## config.mk

```make
export PLATFORM = sky130hd
export DESIGN_NAME = bm_stmt_lut_arbiter
export DESIGN_NICKNAME = d
export VERILOG_FILES = /design/src/rtl/bm_stmt_lut_arbiter_pkg.sv /design/src/rtl/bm_lut_unit.sv /design/src/rtl/bm_stmt_lut_arbiter.sv
export SDC_FILE = /design/constraint.sdc
export NUM_CORES = 1
export LEC_CHECK = 0
export BUFFER_PORTS_ARGS = -buffer_cell sky130_fd_sc_hd__buf_2
export CAP_MARGIN = 20
export CORE_AREA = 2 2 49 51
export CTS_CLUSTER_SIZE = 20
export DETAILED_ROUTE_END_ITERATION = 10
export DIE_AREA = 0 0 51 53
export PLACE_DENSITY = 0.75
export SLEW_MARGIN = 20
export SYNTH_ARGS = -nofsm -noshare
export SYNTH_HDL_FRONTEND = slang
export SYNTH_SLANG_ARGS = --single-unit
```

## constraint.sdc

```tcl
create_clock -name clock -period 2.35 [get_ports clock]
set_input_delay 0.1175 -clock clock [delete_from_list [all_inputs] [get_ports clock]]
set_output_delay 0.1175 -clock clock [all_outputs]
set_load 0.005 [all_outputs]
```

## src/rtl/bm_stmt_lut_arbiter_pkg.sv

```systemverilog
// Shared widths, FSM state encoding and lookup-mode constants for the LUT arbiter.
package bm_stmt_lut_arbiter_pkg;

  // Default operand/result width of the shared lookup datapath.
  localparam int unsigned LUT_BITS = 4;

  // Default width of the completed-operation counter.
  localparam int unsigned OP_CNT_BITS = 8;

  // Sequencer states, 2-bit binary in pipeline order.
  typedef enum logic [1:0] {
    ST_IDLE = 2'd0,
    ST_LOAD = 2'd1,
    ST_EXEC = 2'd2,
    ST_DONE = 2'd3
  } state_e;

  // Lookup modes, selected by b_in at operand capture.
  localparam logic MODE_CPL = 1'b0;
  localparam logic MODE_INC = 1'b1;

endpackage : bm_stmt_lut_arbiter_pkg

```

## src/rtl/bm_lut_unit.sv

```systemverilog
// Registered 4-bit lookup table: bitwise complement or wrapping increment.
module bm_lut_unit
  import bm_stmt_lut_arbiter_pkg::*;
#(
  parameter int unsigned BITS = LUT_BITS
) (
  input  logic            clock,
  input  logic            reset_n,
  input  logic [BITS-1:0] op,
  input  logic            mode,
  input  logic            en,
  output logic [BITS-1:0] lut
);

  logic [BITS-1:0] lut_nxt;

  // Table lookup; the increment wraps naturally at 2^BITS.
  always_comb begin
    lut_nxt = ~op;
    case (mode)
      MODE_CPL: lut_nxt = ~op;
      MODE_INC: lut_nxt = op + BITS'(1);
    endcase
  end

  // Result register, loaded only while the sequencer is in EXEC.
  always_ff @(posedge clock) begin
    if (!reset_n) begin
      lut <= '0;
    end else if (en) begin
      lut <= lut_nxt;
    end
  end

endmodule : bm_lut_unit

```

## src/rtl/bm_stmt_lut_arbiter.sv

```systemverilog
// Two-requester round-robin arbiter sequencing a shared registered lookup unit.
module bm_stmt_lut_arbiter
  import bm_stmt_lut_arbiter_pkg::*;
#(
  parameter int unsigned BITS     = LUT_BITS,
  parameter int unsigned CNT_BITS = OP_CNT_BITS
) (
  input  logic                clock,
  input  logic                reset_n,
  input  logic                req0,
  input  logic [BITS-1:0]     a0,
  input  logic                req1,
  input  logic [BITS-1:0]     a1,
  input  logic                b_in,
  output logic                gnt0,
  output logic                gnt1,
  output logic                busy,
  output logic                done,
  output logic [BITS-1:0]     res,
  output logic                res_zero,
  output logic                res_id,
  output logic [CNT_BITS-1:0] op_cnt
);

  state_e          state;
  state_e          next_state;
  logic            sel;
  logic            last;
  logic            win;
  logic [BITS-1:0] op_r;
  logic            mode_r;
  logic            lut_en;

  // Round-robin pick: a lone request wins, a tie goes to the index not served last.
  always_comb begin
    win = req1;
    if (req0 && req1) begin
      win = ~last;
    end
  end

  // State register.
  always_ff @(posedge clock) begin
    if (!reset_n) begin
      state <= ST_IDLE;
    end else begin
      state <= next_state;
    end
  end

  // Next-state and state-decoded outputs; grants come from the sel register.
  always_comb begin
    next_state = state;
    gnt0       = 1'b0;
    gnt1       = 1'b0;
    busy       = 1'b1;
    done       = 1'b0;
    lut_en     = 1'b0;
    case (state)
      ST_IDLE: begin
        busy = 1'b0;
        if (req0 || req1) begin
          next_state = ST_LOAD;
        end
      end
      ST_LOAD: begin
        gnt0       = ~sel;
        gnt1       = sel;
        next_state = ST_EXEC;
      end
      ST_EXEC: begin
        lut_en     = 1'b1;
        next_state = ST_DONE;
      end
      ST_DONE: begin
        done       = 1'b1;
        next_state = ST_IDLE;
      end
      default: begin
        next_state = ST_IDLE;
      end
    endcase
  end

  // Winner latch, operand capture, result owner and completion counter.
  always_ff @(posedge clock) begin
    if (!reset_n) begin
      sel    <= 1'b0;
      last   <= 1'b1;
      op_r   <= '0;
      mode_r <= MODE_CPL;
      res_id <= 1'b0;
      op_cnt <= '0;
    end else begin
      case (state)
        ST_IDLE: begin
          if (req0 || req1) begin
            sel <= win;
          end
        end
        ST_LOAD: begin
          last   <= sel;
          op_r   <= sel ? a1 : a0;
          mode_r <= b_in;
        end
        ST_EXEC: begin
          // Owner and count move together with the result on entry to DONE.
          res_id <= sel;
          op_cnt <= op_cnt + CNT_BITS'(1);
        end
        default: begin
        end
      endcase
    end
  end

  // Shared lookup datapath; its register is the visible result.
  bm_lut_unit #(
    .BITS (BITS)
  ) u_lut (
    .clock   (clock),
    .reset_n (reset_n),
    .op      (op_r),
    .mode    (mode_r),
    .en      (lut_en),
    .lut     (res)
  );

  // Zero flag decoded from the result register.
  assign res_zero = (res == '0);

endmodule : bm_stmt_lut_arbiter

```

==> run metrics <==
outcome=finished, final reports clean; Net Count, Synth=134; Starting DRT DRC Count=20; top cell type by total area after synthesis=sky130_fd_sc_hd__dfxtp_1; Setup WS post-layout=755 ps; Ports=31; layout cell share with drive strength beyond 1=0.261; Core Area=2150 sq um; maximum net fanout on the critical path=11; max-cap violation count=0; clock-pin slew on the worst setup and hold paths=120 ps; final weighted congestion in routability-driven placement=0.851; CP max stage cell=sky130_fd_sc_hd__ha_1; delay of the slowest critical-path stage=380 ps; summed negative setup slack over all endpoints=0 ps; iteration count of the initial detailed-routing pass=6; sequential element share of the synthesized area=0.423; number of nets with antenna violations after detailed routing=0; Final #Nets=164; portion of the clock cycle consumed by the worst path in the final layout=0.679; TritonCTS buffer count=3; Final setup violation count=0; total DRC errors in the routed layout=0; syn avg cell area=9.14 sq um; startpoint type of the worst setup path=flop; Detailed Route WL=1.94 mm; Total Die Area=2700 sq um; endpoint required time on the critical path=2230 ps; number of fill cells in the layout=192; kind of critical path=reg2out; end-of-flow core utilization=0.571; portion of synthesized cell area occupied by the leading cell type=0.423; HPWL reported at the end of detailed placement=1.50 mm; number of buffer and inverter instances along the worst setup path=2; static leakage power=0.568 nW; fmax=0.627 GHz; CTS sink cnt=22; Min Clock Period, post-route=1590 ps; total chip power=0.00120 W; relative max-transition margin=0.588; final slew viol count=0; effective utilization at floorplan=0.485; worst-path cell chain=inv_1 -> ha_1 -> and2_1 -> buf_2; worst clock skew on the final layout=3.95 ps; port buffer count=30; DR vias/cell=5.14; Syn-to-layout area delta=17.8%; data arrival time of the critical path=1480 ps; areal power density over the cells=977 nW/um^2; Overflow after GRT=0; clock latency at the later pin of the worst-skew pair=290 ps; number of synthesized register bits=22; area of the mapped netlist=1040 sq um; number of global-route vias before repair=763; pin count of the biggest net entering global routing=22; Syn Inst Count=114; cell family with the largest share of critical-path delay=adder cells; Setup crit end kind=primary output; IR drop worst, VDD=562 uV; H-Tree Level Count=1; Netlist cell types=28; DIE HEIGHT=53 um; total of cells resized after clock tree synthesis=0; hold violation total from the final report=0; wire length of the first global-routing pass=3.28 mm; Row Count=17; global-route usage over all layers=0.158; CTS Buffer Depth=2; # placed instances=167; top area cells in the synthesized netlist=sky130_fd_sc_hd__dfxtp_1 42%, sky130_fd_sc_hd__ha_1 8.4%, sky130_fd_sc_hd__mux2i_1 7.7%; CTS Root Cell=sky130_fd_sc_hd__clkbuf_4; Post-Place Setup Slack=781 ps; drt wl/cell=11.4 um; number of diodes=0; antenna violations before repair=0; transition time of the tightest slew-check pin=617 ps; class of the tightest hold or removal check=in2reg; number of post-CTS setup repair buffers=0; CTS tree=yes; non-filler cells, final=170; RSZ-0062 raised after global routing=false; CTS Hold Buffers Added=0; number of warnings issued by yosys=0; Die Wd=51 um; via count=874
## layout make-up
cell class                 count  area (sq um)  share of cell area
multi-input combinational     79           546               0.444
clock buffer                   3          22.5              0.0183
sequential                    22           440               0.359
inverter                       7          26.3              0.0214
tap                           28          35.0              0.0285
timing repair buffer          31           158               0.128
## placed cells by master, fill, tap and decap left out, drive strengths merged
cell,n
buf,31
dfxtp,22
nor2,19
mux2i,8
a211oi,7
ha,7
inv,7
nand2,6
nand4,6
a21oi,4
o21ai,3
or3,3
xor2,3
clkbuf,3
a211o,2
a31oi,2
nor4,1
and2,1
a32oi,1
and3,1
nand4b,1
nor4bb,1
o211ai,1
xnor2,1
or3b,1
## registers in the layout (all words and copies together) (netlist names)
name       cells
last           1
mode_r         1
op_cnt         8
op_r           4
res_id         1
sel            1
state          2
u_lut.lut      4
## power breakdown
group / internal [W] / switching [W]
Sequential: 0.000467 / 0.000102
Clock: 0.0000595 / 0.000104
Combinational: 0.000230 / 0.000237
## synthesized netlist by cell type, drive strengths merged
cell type / number
dfxtp: 22
nor2: 19
mux2i: 8
a211oi: 7
ha: 7
inv: 7
nand2: 6
nand4: 6
a21oi: 4
buf: 4
o21ai: 3
or3: 3
xor2: 3
a211o: 2
a31oi: 2
clkbuf: 2
a32oi: 1
and2: 1
and3: 1
nand4b: 1
nor4: 1
nor4bb: 1
o211ai: 1
or3b: 1
xnor2: 1
## worst min-delay path, cell delays in order
cell and delay, ps:
sky130_fd_sc_hd__buf_2 70, sky130_fd_sc_hd__mux2i_1 50, sky130_fd_sc_hd__nor2_1 80
## through the flow
step                      cell area, sq um  hold WS (ps)
after floorplan                       1040           265
after detailed placement              1200           369
after CTS                             1230          53.4
after global placement                1200           354
final                                 1230          56.1
after global routing                  1230           102
## per-layer routing
| metal | global-route usage | vias up | wire (um) |
|---|---|---|---|
| met3 | 0.0254 | 2 | 85 |
| met1 | 0.217 | 390 | 962 |
| met2 | 0.249 | 24 | 886 |
| met5 | 0 | - | 0 |
| li1 | - | 458 | - |
| met4 | 0.0541 | 0 | 9 |
## cells by family (layout without fill, tap and decap cells)
group,count (synthesis),in the layout,synth area share
adder cells (fa/ha/maj),7,7,0.0840
buffers and inverters,13,41,0.0540
AO/OA/AOI/OAI,20,20,0.128
flip-flops,22,22,0.423
XOR/XNOR,4,4,0.0336
AND/OR/NAND/NOR,40,40,0.200
multiplexers,8,8,0.0768
## worst paths after layout
| kind | depth (start not counted) | endpoint | slack, ps | start |
|---|---|---|---|---|
| hold reg to reg | 1 | last$_SDFFE_PN1N_ | 490 | last$_SDFFE_PN1N_ |
| setup reg to reg | 6 | u_lut.lut[2]$_SDFFE_PN0N_ | 770 | state[0]$_SDFFE_PN0P_ |
| hold / removal | 3 | mode_r$_SDFFE_PN0N_ | 60 | b_in |
| setup / recovery | 4 | gnt1 | 760 | state[1]$_SDFFE_PN0P_ |
Note: power is estimated with default switching activity, not from simulation.
